$ cat src/rtl/btn_pkg.sv
// Shared defaults and counter-width helpers for the push-button conditioner.
package btn_pkg;

    localparam int DEBOUNCE_CYCLES_DEF = 16;
    localparam int STUCK_CYCLES_DEF    = 1024;

    // Debounce counter must hold DEBOUNCE_CYCLES-1 plus headroom; stuck counter must hold STUCK_CYCLES.
    function automatic int deb_cnt_width(input int cycles);
        return $clog2(cycles) + 1;
    endfunction

    function automatic int stuck_cnt_width(input int cycles);
        return $clog2(cycles + 1);
    endfunction

    localparam int DEB_CNT_W_DEF   = deb_cnt_width(DEBOUNCE_CYCLES_DEF);
    localparam int STUCK_CNT_W_DEF = stuck_cnt_width(STUCK_CYCLES_DEF);

endpackage

$ cat src/rtl/btn_channel.sv
// One button channel: 2-flop synchronizer, debounce counter, rising-edge pulse and,
// when BTN_STUCK_DETECT_EN is defined, a saturating stuck-press counter.
module btn_channel
    import btn_pkg::*;
#(
    parameter int DEBOUNCE_CYCLES = DEBOUNCE_CYCLES_DEF,
    parameter int STUCK_CYCLES    = STUCK_CYCLES_DEF
) (
    input  logic clk,
    input  logic reset,
    input  logic raw,
`ifdef BTN_STUCK_DETECT_EN
    output logic stuck,
`endif
    output logic rise
);

    localparam int DEB_W = deb_cnt_width(DEBOUNCE_CYCLES);
    localparam logic [DEB_W-1:0] DEB_LAST = DEB_W'(DEBOUNCE_CYCLES - 1);

    logic             sync1_r;
    logic             sync2_r;
    logic             stable_r;
    logic             stable_prev_r;
    logic             rise_r;
    logic             stable_next_s;
    logic [DEB_W-1:0] cnt_r;
    logic [DEB_W-1:0] cnt_next_s;

    // Two-flop synchronizer for the asynchronous button level
    always_ff @(posedge clk) begin
        if (reset) begin
            sync1_r <= 1'b0;
            sync2_r <= 1'b0;
        end else begin
            sync1_r <= raw;
            sync2_r <= sync1_r;
        end
    end

    // Debounce: any return to the stable level restarts the count
    always_comb begin
        stable_next_s = stable_r;
        cnt_next_s    = cnt_r;
        if (sync2_r == stable_r) begin
            cnt_next_s = {DEB_W{1'b0}};
        end else if (cnt_r == DEB_LAST) begin
            stable_next_s = ~stable_r;
            cnt_next_s    = {DEB_W{1'b0}};
        end else begin
            cnt_next_s = cnt_r + DEB_W'(1);
        end
    end

    // Stable level, debounce count and registered press pulse
    always_ff @(posedge clk) begin
        if (reset) begin
            stable_r      <= 1'b0;
            stable_prev_r <= 1'b0;
            cnt_r         <= {DEB_W{1'b0}};
            rise_r        <= 1'b0;
        end else begin
            stable_r      <= stable_next_s;
            stable_prev_r <= stable_r;
            cnt_r         <= cnt_next_s;
            rise_r        <= stable_r & ~stable_prev_r;
        end
    end

    assign rise = rise_r;

`ifdef BTN_STUCK_DETECT_EN
    localparam int ST_W = stuck_cnt_width(STUCK_CYCLES);
    localparam logic [ST_W-1:0] ST_MAX = ST_W'(STUCK_CYCLES);

    logic [ST_W-1:0] stuck_cnt_r;

    // Count cycles spent stably pressed, saturating; a stable release clears it
    always_ff @(posedge clk) begin
        if (reset) begin
            stuck_cnt_r <= {ST_W{1'b0}};
        end else if (!stable_next_s) begin
            stuck_cnt_r <= {ST_W{1'b0}};
        end else if (stuck_cnt_r != ST_MAX) begin
            stuck_cnt_r <= stuck_cnt_r + ST_W'(1);
        end else begin
            stuck_cnt_r <= stuck_cnt_r;
        end
    end

    assign stuck = (stuck_cnt_r == ST_MAX);
`endif

endmodule

$ cat src/rtl/btn_conditioner.sv
// Up/Down push-button conditioner feeding a queue counter; optional stuck detection
// is enabled by defining BTN_STUCK_DETECT_EN (default: Stuck_Flag tied low).
module btn_conditioner
    import btn_pkg::*;
#(
    parameter int DEBOUNCE_CYCLES = DEBOUNCE_CYCLES_DEF,
    parameter int STUCK_CYCLES    = STUCK_CYCLES_DEF
) (
    input  logic CLK,
    input  logic reset,
    input  logic Btn_Up_raw,
    input  logic Btn_Down_raw,
    output logic Up,
    output logic Down,
    output logic Stuck_Flag
);

    logic rise_up_s;
    logic rise_down_s;
    logic up_r;
    logic down_r;

`ifdef BTN_STUCK_DETECT_EN
    logic stuck_up_s;
    logic stuck_down_s;
    logic stuck_flag_r;
`endif

    btn_channel #(
        .DEBOUNCE_CYCLES (DEBOUNCE_CYCLES),
        .STUCK_CYCLES    (STUCK_CYCLES)
    ) u_up (
        .clk   (CLK),
        .reset (reset),
        .raw   (Btn_Up_raw),
`ifdef BTN_STUCK_DETECT_EN
        .stuck (stuck_up_s),
`endif
        .rise  (rise_up_s)
    );

    btn_channel #(
        .DEBOUNCE_CYCLES (DEBOUNCE_CYCLES),
        .STUCK_CYCLES    (STUCK_CYCLES)
    ) u_down (
        .clk   (CLK),
        .reset (reset),
        .raw   (Btn_Down_raw),
`ifdef BTN_STUCK_DETECT_EN
        .stuck (stuck_down_s),
`endif
        .rise  (rise_down_s)
    );

    // Simultaneous presses cancel so the queue sees no net change
    always_ff @(posedge CLK) begin
        if (reset) begin
            up_r   <= 1'b0;
            down_r <= 1'b0;
        end else begin
            up_r   <= rise_up_s & ~rise_down_s;
            down_r <= rise_down_s & ~rise_up_s;
        end
    end

    assign Up   = up_r;
    assign Down = down_r;

`ifdef BTN_STUCK_DETECT_EN
    // Registered OR of per-channel stuck indications
    always_ff @(posedge CLK) begin
        if (reset) begin
            stuck_flag_r <= 1'b0;
        end else begin
            stuck_flag_r <= stuck_up_s | stuck_down_s;
        end
    end

    assign Stuck_Flag = stuck_flag_r;
`else
    assign Stuck_Flag = 1'b0;
`endif

endmodule

$ cat config.mk
export PLATFORM = sky130hd
export DESIGN_NAME = btn_conditioner
export DESIGN_NICKNAME = d
export VERILOG_FILES = /design/src/rtl/btn_pkg.sv /design/src/rtl/btn_channel.sv /design/src/rtl/btn_conditioner.sv
export SDC_FILE = /design/constraint.sdc
export NUM_CORES = 1
export LEC_CHECK = 0
export ABC_AREA = 1
export CAP_MARGIN = 20
export CORE_MARGIN = 3
export CORE_UTILIZATION = 40
export DETAILED_ROUTE_END_ITERATION = 12
export SYNTH_ARGS = -nofsm -noshare
export SYNTH_HDL_FRONTEND = slang
export SYNTH_HIERARCHICAL = 1
export SYNTH_SLANG_ARGS = --single-unit
$ cat constraint.sdc
create_clock -name CLK -period 1.6 [get_ports CLK]
set_input_delay 0.24 -clock CLK [delete_from_list [all_inputs] [get_ports CLK]]
set_output_delay 0.24 -clock CLK [all_outputs]
set_load 0.1 [all_outputs]
After elaboration in Yosys (flattened, before gate mapping):

Cells that the tools add are included.

* bits in registers: 22
* output and inout port bits: 3
* logic and storage cells: 36

* add/subtract/negate cells: 2
* eq/ne operators: 4
* bitwise gates (word level): 12
* reduce and logical (&&, ||, !) cells: 4

Operators by type and width (count)
* adder 5 x 1 -> 5 bit (second input constant): 2
* equality test 5 x 4 -> 1 bit (second input constant): 2
* inverter 1 bit: 8
* OR reduction 3 bit: 2
* bitwise AND 1 bit: 4
* AND reduction 2 bit: 2
* equality test 1 bit: 2

Logic depth before layout (Yosys ltp):

Gate-level depths: netlist (run 1).

* depth after elaboration: 3
* mapped depth: 7
* mapped depth without buffers: 7

Cells and area by module:

The synthesis (run 1) kept the hierarchy.

Modules (own cells, without submodules)
* btn_channel: instances 2, cells an instance 40, area an instance 357.8 µm², seq. area each 200.2 µm²
* btn_conditioner: instances 1, cells an instance 10, area an instance 73.8 µm², seq. area each 40.0 µm²

Worst setup path after synthesis (run 1):

Ideal clock, no wire load.

* path type: flip-flop to flip-flop
* start: reg u_down.cnt_r[0]
* end: reg u_down.cnt_r[3]
* library setup time: 66 ps
* data arrival time: 1149 ps
* data required time: 1534 ps
* path slack: 384 ps
* stages on the path, launching flop included: 8
* clock period less this slack: 1216 ps
* cell sequence: dfxtp_1 ha_1 nand2_1 nor2_1 ha_1 nor2_2 nand3_2 a21oi_2

* cells in the longest elaborated chain, start to end: 2

RTL lines
* from (decl): RTL line btn_channel.sv:27 `logic [DEB_W-1:0] cnt_r;`
* from (signal assigned): RTL line btn_channel.sv:60 `cnt_r <= {DEB_W{1'b0}};`
* from (signal assigned): RTL line btn_channel.sv:65 `cnt_r <= cnt_next_s;`
* branches (longest 2 deep; another with adder 5 x 1 -> 5 bit)

Several ways; the timed one is not identified.
A chain may end at the register's enable or synchronous reset.

Worst setup path after layout (run 1):

* start: reg u_up.cnt_r[0]
* end: reg u_up.cnt_r[3]

* cells in the longest elaborated chain, start to end: 2

RTL lines (RTL line)
* from (decl): btn_channel.sv:27
* from (signal assigned): btn_channel.sv:60
* from (signal assigned): btn_channel.sv:65
* branches (longest 2 deep; another with adder 5 x 1 -> 5 bit)

Several ways; the timed one is not identified.

==> out/results.txt, run 1 <==
Min-Delay Path Class - reg2reg
routed len/inst - 8.390 um
worst slack at placement - 0.1621 ns
unrepaired setup endpoints after global routing - false
leading post-synthesis cells by cell area - dfxtp_1 56%, nor2_1 9.5%, inv_1 7.6%
final hold vios - 0
share of layout cells above drive strength 1 - 12.24%
die area - 2543 um^2
Longest Clk Path Bufs - 2
Routed WL - 1.032 mm
Lkg Pwr - 0.0003486 uW
io pins - 7
Residual DRC - 0
GRT Util Overall - 8.813%
GRT overflow - 0
total power - 880.2 uW
num rows - 15
maximum vdd drop - 564.2 uV
vias - 506
P_sw - 177.0 uW
Non-Filler Instances - 123
Placer Congestion - 0.7787
die height - 50.43 um
Port Buffers - 5
register area - 440.4 um^2
clk sinks - 22
Layout Nets - 107
Worst Setup Start Kind - flip-flop
Slew Viols, Final - 0
largest net degree at the start of global routing - 15
n_diodes - 0
Arr. time, crit path - 1.60 ns
combined area of the multi-input logic cells - 281.5 um^2
placed cells - 119
syn_nets - 98
area share of the largest cell type after synthesis - 55.78%
first-pass GRT wire length - 1.766 mm
number of synthesized register bits - 22
status - finished, final reports clean
final cycle utilization of the critical path - 85.18%
fillcell total - 172
synthesized area per cell - 8.772 um^2
CP Capture Type - flip-flop
Die X - 50.43 um
most frequent cells in the layout - 22 x dfxtp_1, 20 x nor2_1, 16 x inv_1
clk_lat worst skew - 0.29 ns
Switching Share - 20.10%
Critical Path Max Stage Delay - 0.35 ns
Netlist Area Pre-Place - 789.5 um^2
Post-CTS Resized - 0
post-route setup slack - 0.2371 ns
worst-path cell chain - ha_1, nand2_1, nor2_1, ha_1, nor2_2, nand3_2, a21oi_2
Routed Antenna Nets - 0
Num CTS Buffers - 3
CTS tree - done
root buffer cell - clkbuf_4
htree depth - 1
Seq/Total Area, Yosys - 55.78%
Worst Path Max Fanout - 5
Clk pwr share - 32.8%
Detailed Route Iter0 Violations - 13
internal power - 703.3 uW
maxcap violations - 0
Reg power frac - 63.2%
CTS clk-pin slew, worst paths - 0.11 ns
vias in the first global route - 454
Synth area leader - dfxtp_1
YS warnings - 6
drt pass-1 iters - 3
Synth cell types - 15
Comb pwr share - 3.9%
Layout area overhead - 16.48%
hold bufs inserted after CTS - 0
required time of the worst setup path - 1.84 ns
hold path depth - 1
DP Wirelength - 790.2 um
Initial Util - 43.82%
slowest cell on the critical path - dfxtp_1
Worst Skew - 0.002173 ns
Core Box Area - 1802 um^2
most common cell after layout, fill and taps aside - dfxtp_1
pwr dens - 957.2 nW/um^2
Fin Setup TNS - 0 ns
critical path type - reg2reg
setup bufs post-CTS - 0
Max Clk Rate - 733.7 MHz
synthesized instance count - 90
most frequent CP cell - ha_1
DR vias/cell - 4.114
initial antenna violation count - 0
post-route minimum period - 1.363 ns
worst r2r path cells - 7
final setup fails - 0
[kinds of logic after synthesis]
group | Yosys count | share of synthesized area (%)
AND/OR/NAND/NOR | 40 | 22.50
flip-flops | 22 | 55.78
buffers and inverters | 17 | 8.559
AO/OA/AOI/OAI | 4 | 4.120
adder cells (fa/ha/maj) | 4 | 6.339
XOR/XNOR | 2 | 2.219
other | 1 | 0.4750
[state kept, by name, indices dropped and copies added, names as in the netlist]
name                  flops
u_down/sync1_r            1
u_up/sync1_r              1
Up                        1
u_down/stable_r           1
u_up/cnt_r                5
u_up/stable_r             1
u_down/stable_prev_r      1
u_down/sync2_r            1
u_up/stable_prev_r        1
u_up/sync2_r              1
Down                      1
u_down/cnt_r              5
u_down/rise               1
u_up/rise                 1
[metal layers]
metal  GRT usage, %  up-vias  wire [um]
met4          2.691        0         12
met5              0        -          0
met3          1.780        2         39
met2          15.00        6        421
met1          11.15      208        559
li1               -      290          -
[layout make-up]
type	instances	share of cell area [%]
Inverter	16	6.531
Timing Repair Buffer	5	7.619
Clock buffer	4	3.946
Multi-Input combinational cell	51	30.61
Tap cell	25	3.401
Sequential cell	22	47.89
[worst max-delay path, delay by kind of cell, from the launching register on]
family	cells	cell delay (ns)
flops	1	0.35
simple gates	4	0.39
fa+ha+maj	2	0.45
compound gates	1	0.12
[through the flow]
stage | hold WS [ns] | cell area, um^2 | utilization, %
6_report | 0.4014 | 919.6 | 51.04
5_1_grt | 0.4154 | 919.6 | 51.04
4_1_cts | 0.4037 | 919.6 | 51.04
3_5_place_dp | 0.3861 | 883.3 | 49.03
3_3_place_gp | 0.3818 | 883.3 | 49.03
2_1_floorplan | 0.3112 | 789.5 | -
[path summary, 6_finish.rpt]
| kind | from | endpoint | slack (ns) |
|---|---|---|---|
| worst min-delay path | u_up/stable_prev_r | u_up/rise | 0.40 |
| worst min register to register | u_up/stable_prev_r | u_up/rise | 0.40 |
| worst max register to register | u_up/cnt_r[0] | u_up/cnt_r[3] | 0.24 |
| worst max-delay path | u_up/cnt_r[0] | u_up/cnt_r[3] | 0.24 |
[synthesized netlist by cell type]
library cell	number
a211oi_1	2
a21oi_2	2
buf_4	1
conb_1	1
dfxtp_1	22
ha_1	4
inv_1	16
nand2_1	10
nand3_1	2
nand3_2	2
nand4_1	2
nor2_1	20
nor2_2	2
nor3_1	2
xnor2_1	2
[power groups by stage]
| stage | sequential, uW | combinational [uW] | clock, uW |
|---|---|---|---|
| 2_1_floorplan | 569 | 23.4 | 0 |
| 3_3_place_gp | 569 | 34.6 | 0 |
| 3_5_place_dp | 569 | 34.8 | 0 |
| 4_1_cts | 557 | 35.0 | 301 |
| 5_1_grt | 558 | 37.9 | 323 |
| 6_report | 557 | 34.5 | 289 |
Note: power is estimated with default switching activity, not from simulation.
==> inputs of run 2 (changes only) <==
clock period = 1.4 ns   (was 1.6 ns; I/O delays follow)
==> out/results.txt, run 2 (same netlist as run 1, synthesis figures left out) <==
status - finished, final reports clean (unchanged)
drt pass-1 iters - 2 (was 3)
CTS clk-pin slew, worst paths - 0.11 ns (about the same)
Post-CTS Resized - 0 (unchanged)
Min-Delay Path Class - reg2reg (unchanged)
top flop regs - u_down/cnt_r (5), u_up/cnt_r (5) (unchanged)
final setup fails - 0 (unchanged)
setup bufs post-CTS - 0 (unchanged)
worst-path cell chain - ha_1, nand2_1, nor2_1, ha_1, nor2_2, nand3_2, a21oi_2 (unchanged)
Clk pwr share - 33.0% (was 32.8%)
htree depth - 1 (unchanged)
crit path launch - u_up/cnt_r[0] (unchanged)
Critical Path Max Stage Delay - 0.36 ns (was 0.35 ns)
pwr dens - 1085 nW/um^2 (was 957.2 nW/um^2)
Worst Path Max Fanout - 5 (unchanged)
Slew Viols, Final - 0 (unchanged)
Worst Skew - 0.001770 ns (was 0.002173 ns)
placed cells - 121 (was 119)
Max Clk Rate - 764.7 MHz (was 733.7 MHz)
critical path type - reg2reg (unchanged)
most frequent CP cell - ha_1 (unchanged)
Reg power frac - 62.6% (was 63.2%)
io pins - 7 (unchanged)
Core Box Area - 1802 um^2 (unchanged)
share of layout cells above drive strength 1 - 16.00% (was 12.24%)
GRT Util Overall - 9.800% (was 8.813%)
Num CTS Buffers - 3 (unchanged)
most frequent cells in the layout - 20 x dfxtp_1, 20 x nor2_1, 16 x inv_1 (was 22 x dfxtp_1, 20 x nor2_1, 16 x inv_1)
Placer Congestion - 0.7400 (was 0.7787)
Reg-to-Reg Start - u_up/cnt_r[0] (unchanged)
Comb pwr share - 4.4% (was 3.9%)
final cycle utilization of the critical path - 93.41% (was 85.18%)
CP Capture Type - flip-flop (unchanged)
DR vias/cell - 4.240 (was 4.114)
Routed WL - 1.010 mm (was 1.032 mm)
Lkg Pwr - 0.0003583 uW (was 0.0003486 uW)
Layout Nets - 109 (was 107)
first-pass GRT wire length - 1.835 mm (was 1.766 mm)
Layout area overhead - 18.70% (was 16.48%)
final hold vios - 0 (unchanged)
die height - 50.43 um (unchanged)
Residual DRC - 0 (unchanged)
num rows - 15 (unchanged)
Routed Antenna Nets - 0 (unchanged)
CTS tree - done (unchanged)
Die X - 50.43 um (unchanged)
Switching Share - 20.50% (was 20.10%)
Hold Startpoint - u_down/stable_prev_r (was u_up/stable_prev_r)
Longest Clk Path Bufs - 2 (unchanged)
clk_lat worst skew - 0.29 ns (about the same)
internal power - 808.3 uW (was 703.3 uW)
Detailed Route Iter0 Violations - 3 (was 13)
vias - 530 (was 506)
Port Buffers - 5 (unchanged)
Worst Setup Start Kind - flip-flop (unchanged)
Fin Setup TNS - 0 ns (unchanged)
DP Wirelength - 789.9 um (was 790.2 um)
Initial Util - 43.82% (unchanged)
unrepaired setup endpoints after global routing - false (unchanged)
post-route minimum period - 1.308 ns (was 1.363 ns)
maxcap violations - 0 (unchanged)
slowest cell on the critical path - dfxtp_2 (was dfxtp_1)
maximum vdd drop - 727.4 uV (was 564.2 uV)
root buffer cell - clkbuf_4 (unchanged)
fillcell total - 177 (was 172)
Non-Filler Instances - 125 (was 123)
GRT overflow - 0 (unchanged)
vias in the first global route - 475 (was 454)
Arr. time, crit path - 1.55 ns (was 1.60 ns)
die area - 2543 um^2 (unchanged)
n_diodes - 0 (unchanged)
largest net degree at the start of global routing - 13 (was 15)
routed len/inst - 8.080 um (was 8.390 um)
hold bufs inserted after CTS - 0 (unchanged)
clk sinks - 22 (unchanged)
required time of the worst setup path - 1.64 ns (was 1.84 ns)
P_sw - 208.4 uW (was 177.0 uW)
initial antenna violation count - 0 (unchanged)
==> run 2: final cells by class <==
type | count | area, um^2 | share of cell area (%)
Inverter | 16 | 60.06 | 6.409
Timing Repair Buffer | 7 | 85.08 | 9.079
Sequential cell | 22 | 442.9 | 47.26
Clock buffer | 4 | 36.28 | 3.872
Tap cell | 25 | 31.28 | 3.338
Multi-Input combinational cell | 51 | 281.5 | 30.04
==> run 2: layer usage <==
layer  share of wire, %  global-route usage [%]
met5                  0                       0
met4                1.4                   6.726
met3                4.0                   3.561
met2                 44                   15.22
met1                 50                   11.11
==> run 2: power groups by stage <==
stage | clock [uW] | sequential, uW | combinational [uW]
4_1_cts | 355 | 637 | 44.5
3_5_place_dp | 0 | 651 | 44.4
2_1_floorplan | 0 | 650 | 26.8
3_3_place_gp | 0 | 650 | 43.5
6_report | 336 | 637 | 44.3
5_1_grt | 386 | 638 | 49.4
==> run 2: path summary, 6_finish.rpt <==
path / end / slack [ns] / cells past startpoint
setup / recovery: u_up/cnt_r[3] / 0.09 / 7
hold / removal: u_down/rise / 0.40 / 1
setup reg to reg: u_up/cnt_r[3] / 0.09 / 7
hold reg to reg: u_down/rise / 0.40 / 1
==> run 2: per-stage QoR <==
stage          utilization [%]  area (um^2)  total power, uW  setup WS (ns)  hold WS [ns]
3_3_place_gp             49.86        898.4            693.8        0.09055        0.3821
3_5_place_dp             49.86        898.4            695.2        0.08057        0.3898
6_report                 52.01        937.1             1017        0.09229        0.4005
2_1_floorplan                -        789.5            676.6         0.1844        0.2812
5_1_grt                  52.01        937.1             1073       0.001335        0.4147
4_1_cts                  51.88        934.6             1036        0.05292        0.3994
==> run 2: worst max-delay path: cells and delay by family, from the launching register on <==
| kind | cells | cell delay (ns) |
|---|---|---|
| adder cells (fa/ha/maj) | 2 | 0.42 |
| flip-flops | 1 | 0.36 |
| AND/OR/NAND/NOR | 4 | 0.35 |
| AO/OA/AOI/OAI | 1 | 0.12 |
==> inputs of run 3 (changes only) <==
SLEW_MARGIN = 40   (was unset)
==> results of run 3 <==
Final layout, timing and power as in run 2 (identical DEF).
